$ cat src/rtl/hazard3_clint_timer.sv
// Hazard3-style CLINT: APB-mapped MSIP / MTIME / MTIMECMP with a fixed single wait state.
// Define HAZARD3_CLINT_PRESCALE_EN to add an 8-bit tick prescaler register at 0x0300.
module hazard3_clint_timer #(
  parameter int N_HARTS     = 2,
  parameter int TICK_IS_NRZ = 0
) (
  input  logic               clk,
  input  logic               rst_n,
  input  logic [15:0]        paddr,
  input  logic               psel,
  input  logic               penable,
  input  logic               pwrite,
  input  logic [31:0]        pwdata,
  output logic [31:0]        prdata,
  output logic               pready,
  output logic               pslverr,
  input  logic               dbg_halt,
  input  logic               tick,
  output logic [N_HARTS-1:0] soft_irq,
  output logic [N_HARTS-1:0] timer_irq
);

  typedef enum logic [1:0] {ST_IDLE, ST_RESP, ST_DONE} apb_state_e;

  apb_state_e         r_state;
  apb_state_e         w_state_nxt;
  logic [63:0]        r_mtime;
  logic [63:0]        r_mtimecmp [N_HARTS];
  logic [N_HARTS-1:0] r_msip;
  logic [N_HARTS-1:0] r_timer_irq;
  logic [31:0]        r_prdata;
  logic               r_pslverr;
  logic [31:0]        w_rdata;
  logic               w_aligned;
  logic               w_msip_sel;
  logic               w_mtime_sel;
  logic               w_cmp_sel;
  logic               w_pre_sel;
  logic               w_err;
  logic               w_access;
  logic               w_wr;
  logic               w_tick_evt;
  logic               w_inc;
`ifdef HAZARD3_CLINT_PRESCALE_EN
  logic [7:0]         r_prescale;
  logic [7:0]         r_pre_cnt;
`endif

  // ---------------------------------------------------------------- decode
  assign w_aligned   = (paddr[1:0] == 2'b00);
  assign w_msip_sel  = w_aligned && (paddr[15:8] == 8'h00) && (int'(paddr[7:2]) < N_HARTS);
  assign w_mtime_sel = w_aligned && (paddr[15:3] == 13'h0020);
  assign w_cmp_sel   = w_aligned && (paddr[15:8] == 8'h02) && (int'(paddr[7:3]) < N_HARTS);
`ifdef HAZARD3_CLINT_PRESCALE_EN
  assign w_pre_sel   = (paddr == 16'h0300);
`else
  assign w_pre_sel   = 1'b0;
`endif
  assign w_err       = !(w_msip_sel || w_mtime_sel || w_cmp_sel || w_pre_sel);

  // NOTE: every signal assigned in always_comb gets a default first, so no path can infer a latch.
  always_comb begin
    w_rdata = '0;
    if (w_mtime_sel) w_rdata = paddr[2] ? r_mtime[63:32] : r_mtime[31:0];
    for (int h = 0; h < N_HARTS; h++) begin
      if (w_msip_sel && (paddr[7:2] == 6'(h))) w_rdata = {31'd0, r_msip[h]};
      if (w_cmp_sel && (paddr[7:3] == 5'(h)))
        w_rdata = paddr[2] ? r_mtimecmp[h][63:32] : r_mtimecmp[h][31:0];
    end
`ifdef HAZARD3_CLINT_PRESCALE_EN
    if (w_pre_sel) w_rdata = {24'd0, r_prescale};
`endif
  end

  // ---------------------------------------------------------------- APB handshake
  // DONE holds off a new response until the master drops penable after completion.
  always_comb begin
    w_state_nxt = r_state;
    unique case (r_state)
      ST_IDLE: if (psel && penable) w_state_nxt = ST_RESP;
      ST_RESP: w_state_nxt = ST_DONE;
      ST_DONE: if (!penable) w_state_nxt = ST_IDLE;
      default: w_state_nxt = ST_IDLE;
    endcase
  end

  assign w_access = (r_state == ST_IDLE) && psel && penable;
  assign w_wr     = (r_state == ST_RESP) && psel && penable && pwrite && !r_pslverr;

  // NOTE: sequential state uses non-blocking assignments so all flops sample the same pre-edge values.
  always_ff @(posedge clk or negedge rst_n) begin
    if (!rst_n) begin
      r_state   <= ST_IDLE;
      r_prdata  <= '0;
      r_pslverr <= 1'b0;
    end else begin
      r_state <= w_state_nxt;
      if (w_access) begin
        r_prdata  <= pwrite ? 32'd0 : w_rdata;
        r_pslverr <= w_err;
      end
    end
  end

  assign pready  = (r_state == ST_RESP);
  assign prdata  = r_prdata;
  assign pslverr = r_pslverr;

  // ---------------------------------------------------------------- tick event
  generate
    if (TICK_IS_NRZ != 0) begin : g_tick_nrz
      logic [2:0] r_tick_sync;  // [1:0] synchroniser, [2] edge-detect history
      always_ff @(posedge clk or negedge rst_n) begin
        if (!rst_n) r_tick_sync <= '0;
        else        r_tick_sync <= {r_tick_sync[1:0], tick};
      end
      assign w_tick_evt = r_tick_sync[2] ^ r_tick_sync[1];
    end else begin : g_tick_level
      assign w_tick_evt = tick;
    end
  endgenerate

`ifdef HAZARD3_CLINT_PRESCALE_EN
  always_ff @(posedge clk or negedge rst_n) begin
    if (!rst_n) begin
      r_prescale <= '0;
      r_pre_cnt  <= '0;
    end else if (w_wr && w_pre_sel) begin
      r_prescale <= pwdata[7:0];
      r_pre_cnt  <= '0;
    end else if (w_tick_evt && !dbg_halt) begin
      r_pre_cnt <= (r_pre_cnt == r_prescale) ? 8'd0 : r_pre_cnt + 8'd1;
    end
  end
  assign w_inc = w_tick_evt && !dbg_halt && (r_pre_cnt == r_prescale);
`else
  assign w_inc = w_tick_evt && !dbg_halt;
`endif

  // ---------------------------------------------------------------- timer / IRQ state
  // A bus write to either MTIME half cancels that cycle's increment, so no carry crosses halves.
  always_ff @(posedge clk or negedge rst_n) begin
    if (!rst_n) begin
      r_mtime <= '0;
    end else if (w_wr && w_mtime_sel) begin
      if (paddr[2]) r_mtime[63:32] <= pwdata;
      else          r_mtime[31:0]  <= pwdata;
    end else if (w_inc) begin
      r_mtime <= r_mtime + 64'd1;
    end
  end

  // NOTE: the compare array is a handful of flops, not a RAM, so it takes the async reset like any register.
  always_ff @(posedge clk or negedge rst_n) begin
    if (!rst_n) begin
      r_msip      <= '0;
      r_timer_irq <= '0;
      for (int h = 0; h < N_HARTS; h++) r_mtimecmp[h] <= '1;
    end else begin
      for (int h = 0; h < N_HARTS; h++) begin
        if (w_wr && w_msip_sel && (paddr[7:2] == 6'(h))) r_msip[h] <= pwdata[0];
        if (w_wr && w_cmp_sel && (paddr[7:3] == 5'(h))) begin
          if (paddr[2]) r_mtimecmp[h][63:32] <= pwdata;
          else          r_mtimecmp[h][31:0]  <= pwdata;
        end
        r_timer_irq[h] <= (r_mtime >= r_mtimecmp[h]);
      end
    end
  end

  assign soft_irq  = r_msip;
  assign timer_irq = r_timer_irq;

endmodule

$ cat config.mk
export PLATFORM = sky130hd
export DESIGN_NAME = hazard3_clint_timer
export DESIGN_NICKNAME = d
export VERILOG_FILES = /design/src/rtl/hazard3_clint_timer.sv
export SDC_FILE = /design/constraint.sdc
export NUM_CORES = 1
export LEC_CHECK = 0
export BUFFER_PORTS_ARGS = -buffer_cell sky130_fd_sc_hd__buf_2
export CORE_MARGIN = 2
export CORE_UTILIZATION = 40
export DETAILED_ROUTE_END_ITERATION = 8
export HOLD_SLACK_MARGIN = 0.15
export PLACE_DENSITY = 0.67
export RECOVER_POWER = 50
export SYNTH_ARGS = -nofsm -noshare
export SYNTH_HDL_FRONTEND = slang
export SYNTH_SLANG_ARGS = --single-unit
export TNS_END_PERCENT = 1
$ cat constraint.sdc
create_clock -name clk -period 2.3 [get_ports clk]
set_clock_uncertainty 0.05 [all_clocks]
set_input_delay 0 -clock clk [delete_from_list [all_inputs] [get_ports clk]]
set_output_delay 0 -clock clk [all_outputs]
set_load 0.005 [all_outputs]
# == Word-level counts from Yosys, hierarchy flattened ==
# Cells that the tools add are included.
# totals
reg_bits,231
output_inout_bits,38
# classes
add_sub_neg,1
n_lt_le_gt_ge,4
n_eq_ne,10
mux,16
bitwise_logic,1
reduce_logical,42
# ops
operator,count
$mux W32,11
$ge A64 B64 Y1,2
$mux W64,2
$add A64 B1 Y64 const B,1
$logic_and A1 B1 Y1,24
$reduce_and A2 Y1,7
$eq A13 B6 Y1 const B,1
$eq A8 B2 Y1 const B,1
$logic_not A8 Y1,1
$ne A2 B2 Y1 const B,4
$eq A6 B1 Y1 const B,1
$logic_not A6 Y1,1
$lt A6 B2 Y1 const B,1
$pmux W2 S3,1
$eq A5 B1 Y1 const B,1
$logic_not A5 Y1,1
$lt A5 B2 Y1 const B,1
$logic_not A2 Y1,2
$mux W2,2
$logic_not A1 Y1,3
$eq A2 B1 Y1 const B,1
$eq A2 B2 Y1 const B,1
$logic_or A1 B1 Y1,2
$reduce_bool A2 Y1,1
$not A1 Y1,1

# == Longest topological paths before layout ==
# depth
depth_word,9
mapped_depth,11
depth_no_buf,8

# == Worst setup path after synthesis ==
# Ideal clock, no wire load.
# synth_path
path_kind,register to register
start,register r_mtime[1]
end,register r_mtime[38]
arrival_ns,2.342
required_time_ns,2.173
path_slack_ns,-0.169
stages_incl_launch_ff,8
path_buffers,0
synth_period_minus_slack_ns,2.469
cell_sequence,dfrtp_1 -> ha_1 -> nand4_1 -> nor4_2 -> nand2_1 -> or3_1 -> a211o_1 -> a21oi_1
# synth_via
elab_chain_cells,3
# synth_lines
item,line_no,text
start: declaration,27,logic [63:0] r_mtime;
start signal: assignment,147,else r_mtime[31:0] <= pwdata;
start signal: assignment,149,r_mtime <= r_mtime + 64'd1;
$add A64 B1 Y64,149,
$mux W64,148,end else if (w_inc) begin
$mux W64,145,end else if (w_wr && w_mtime_sel) begin
# No other way between the ends. The select of a mux whose other input is x is not followed.
# A chain may end at the register's enable or synchronous reset.

# == Worst setup path in the final report ==
# layout_path
start,register r_mtimecmp[31] (netlist name)
end,register r_timer_irq[1] (netlist: timer_irq[1])
# layout_via
elab_chain_cells,1
# layout_lines
item,line_no,text
start: declaration,28,logic [63:0] r_mtimecmp [N_HARTS];
start signal: indexed assignment,163,if (paddr[2]) r_mtimecmp[h][63:32] <= pwdata;
start signal: indexed assignment,164,else r_mtimecmp[h][31:0] <= pwdata;
$ge A64 B64 Y1,166,r_timer_irq[h] <= (r_mtime >= r_mtimecmp[h]);
end signal: indexed assignment,166,
end: declaration,30,logic [N_HARTS-1:0] r_timer_irq;
# No other way between the ends.

==> impl_metrics.json <==
{
  "overflow": 0,
  "yosys_warnings": 0,
  "final_nets": 2048,
  "drc": 0,
  "dr.pass1.iters": 6,
  "ys_seq_area_share_pct": 38.72,
  "critPathRequiredTime_ps": 2730,
  "netlist_top_cells_count": "inv_1 (144), nand2_1 (141), ha_1 (129), dfstp_2 (128), o21ai_0 (128)",
  "synth_edf_count": 0,
  "path_max_fanout": 2,
  "grtUsageMet3_pct": 4.133,
  "slew_headroom_pct": 9.371,
  "coreArea_mm2": 0.03776,
  "vias": 13910,
  "grtUsageTotal_pct": 26.77,
  "drtAntennaViolNets": 0,
  "critical_path_class": "reg2reg",
  "row_count": 71,
  "power_density_mw_per_mm2": 527.2,
  "power.leakage_nw": 8.979,
  "ys_types": 68,
  "start_util_pct": 40.64,
  "cp.arrival_ps": 2790,
  "synthArstFlopShare_pct": 100.0,
  "synth.top_cell.area_share_pct": 21.92,
  "wl_mm": 52.80,
  "die_x_um": 199.9,
  "critPathLaunchType": "flop",
  "yosys-top-cells-area": "dfstp_2 (22%), dfrtp_1 (17%), ha_1 (11%)",
  "synth_most_common_cell": "inv_1",
  "io_buffers": 92,
  "drtIter0Drc": 1073,
  "yosysTopAreaCell": "dfstp_2",
  "grt_pass1_vias": 14310,
  "htreeDepth": 1,
  "dieArea_mm2": 0.03994,
  "max_freq_mhz": 424.6,
  "numCtsBuffers": 28,
  "fin_crit_ps": 2355,
  "tightest_slew_ps": 1359,
  "die_h_um": 199.9,
  "ir_worst_vdd_mv": 0.4779,
  "syn_nets": 1724,
  "maxCapViolCount": 0,
  "dp_slack_ps": -377.9,
  "period_share_pct": 102.4,
  "drive_above_1_share_pct": 37.12,
  "routabilityCongestion": 0.9621,
  "cts_tree": "done",
  "dp_hpwl_mm": 38.34,
  "hold_slack_ps": 107.5,
  "worstSkewPairLatency_ps": 570,
  "status": "finished with violations",
  "syn_avg_cell_area_um2": 9.963,
  "cts.sinks": 231,
  "grt_use_met2_pct": 44.60,
  "finalHoldViolations": 0,
  "grt_max_degree": 44,
  "cts.path.max_buffers": 3,
  "synth_area_mm2": 0.01534,
  "synth-main-ff-cell": "dfstp_2",
  "violations": "setup timing",
  "insertedDiodeCount": 0,
  "maxSlewViolCount": 0,
  "finish.utilization_pct": 52.46,
  "worst_slack_ps": -55.08,
  "io_pins": 93,
  "end_kind": "flop",
  "vias_per_cell": 5.803,
  "clk_pin_slew_worst_paths_ps": 60,
  "setup_viol": 1,
  "synthCells": 1540,
  "grt_antenna_before_repair": 0,
  "area_growth_pct": 29.08,
  "clockRootBuffer": "clkbuf_16",
  "ys_ff_latch": 231,
  "hold_path_class": "in2reg",
  "use_met1_pct": 35.65,
  "top_usage_layer": "met2",
  "rsz0062_at_grt": "true",
  "wire_per_inst_um": 22.03,
  "grt_pass1_wl_mm": 81.92
}
path summary, 6_finish.rpt:
check,slack [ps],to,depth (start not counted),startpoint
max,-60,timer_irq[1],7,r_mtimecmp[31]
min,110,pslverr,6,paddr[15]
max reg2reg,-60,timer_irq[1],7,r_mtimecmp[31]
min reg2reg,450,prdata[17],1,prdata[17]
max in group asynchronous,270,prdata[3],3,rst_n
min in group asynchronous,760,r_mtimecmp[79],2,rst_n
report_power, final:
group | switching (W) | total (W) | leakage, nW | internal [W]
Clock | 0.00180 | 0.00453 | 0.465 | 0.00273
Sequential | 0.000175 | 0.00435 | 2.67 | 0.00418
Combinational | 0.000876 | 0.00156 | 5.84 | 0.000682
Total | 0.00285 | 0.0104 | 8.98 | 0.00759
per-stage QoR:
stage | instances | setup TNS [ps] | instance area (um^2) | total power (W)
after global placement | 2285 | -17210 | 17950 | 0.005730
after CTS | 2389 | -132.1 | 19580 | 0.01048
final | 2397 | -55.08 | 19810 | 0.01044
after floorplan | 1540 | -387.1 | 15350 | 0.005011
after global routing | 2397 | -1509 | 19810 | 0.01085
after detailed placement | 2285 | -20940 | 17950 | 0.005775
what timing repair did:
action	in CTS	in global routing
cloned	0	0
pin swaps	20	23
hold buffers	46	0
setup endpoints to repair	21	68
hold endpoints to repair	432	0
setup buffers	6	8
resized for setup	42	50
metal layers:
layer  wire [um]  vias up  share of wire, %
met5           0        -                 0
met4        1616        0               3.1
met3        3551      112               6.7
met2       25060      516                47
met1       22570     6950                43
li1            -     6331                 -
area by class of cell:
cell class,instances,area (um^2)
Fill cell,3395,17950
Multi-Input combinational cell,1091,8919
Sequential cell,231,5952
Timing Repair Buffer,368,2809
Clock buffer,47,893.4
Tap cell,511,639.4
Inverter,144,540.5
Clock inverter,5,52.55
worst max-delay path: stages, from the launching register on:
cell,delay [ps]
dfstp_2,520
inv_1,60
ha_4,300
nand4_1,260
or4_4,570
a211oi_2,230
a2111oi_2,90
nor3_1,190
cells by family (layout without fill, tap and decap cells):
group,Yosys count,count (layout),synth area share [%]
compound gates,387,387,15.85
xor+xnor,3,3,0.1713
fa+ha+maj,129,129,10.52
buf+inv,218,564,5.733
flops,231,231,38.72
mux,167,167,15.70
simple gates,405,405,13.31
cells in the final DEF (no fill, tap or decap), types with 39 or more instances in the layout:
master	instances
buf_4	205
inv_1	138
nand2_1	138
dfstp_2	128
o21ai_0	119
ha_1	119
dfrtp_1	94
a21oi_1	92
buf_2	89
mux2_4	60
nor2_1	51
nand4_1	46
dlygate4sd3_1	45
nand3_1	41
mux2_2	39
state kept, by name, indices dropped and copies added, names as in the netlist:
| register | cells |
|---|---|
| soft_irq | 2 |
| timer_irq | 2 |
| prdata | 32 |
| r_state | 2 |
| pslverr | 1 |
| r_mtime | 64 |
| r_mtimecmp | 128 |
No activity file was read; power rests on OpenSTA's default activity.
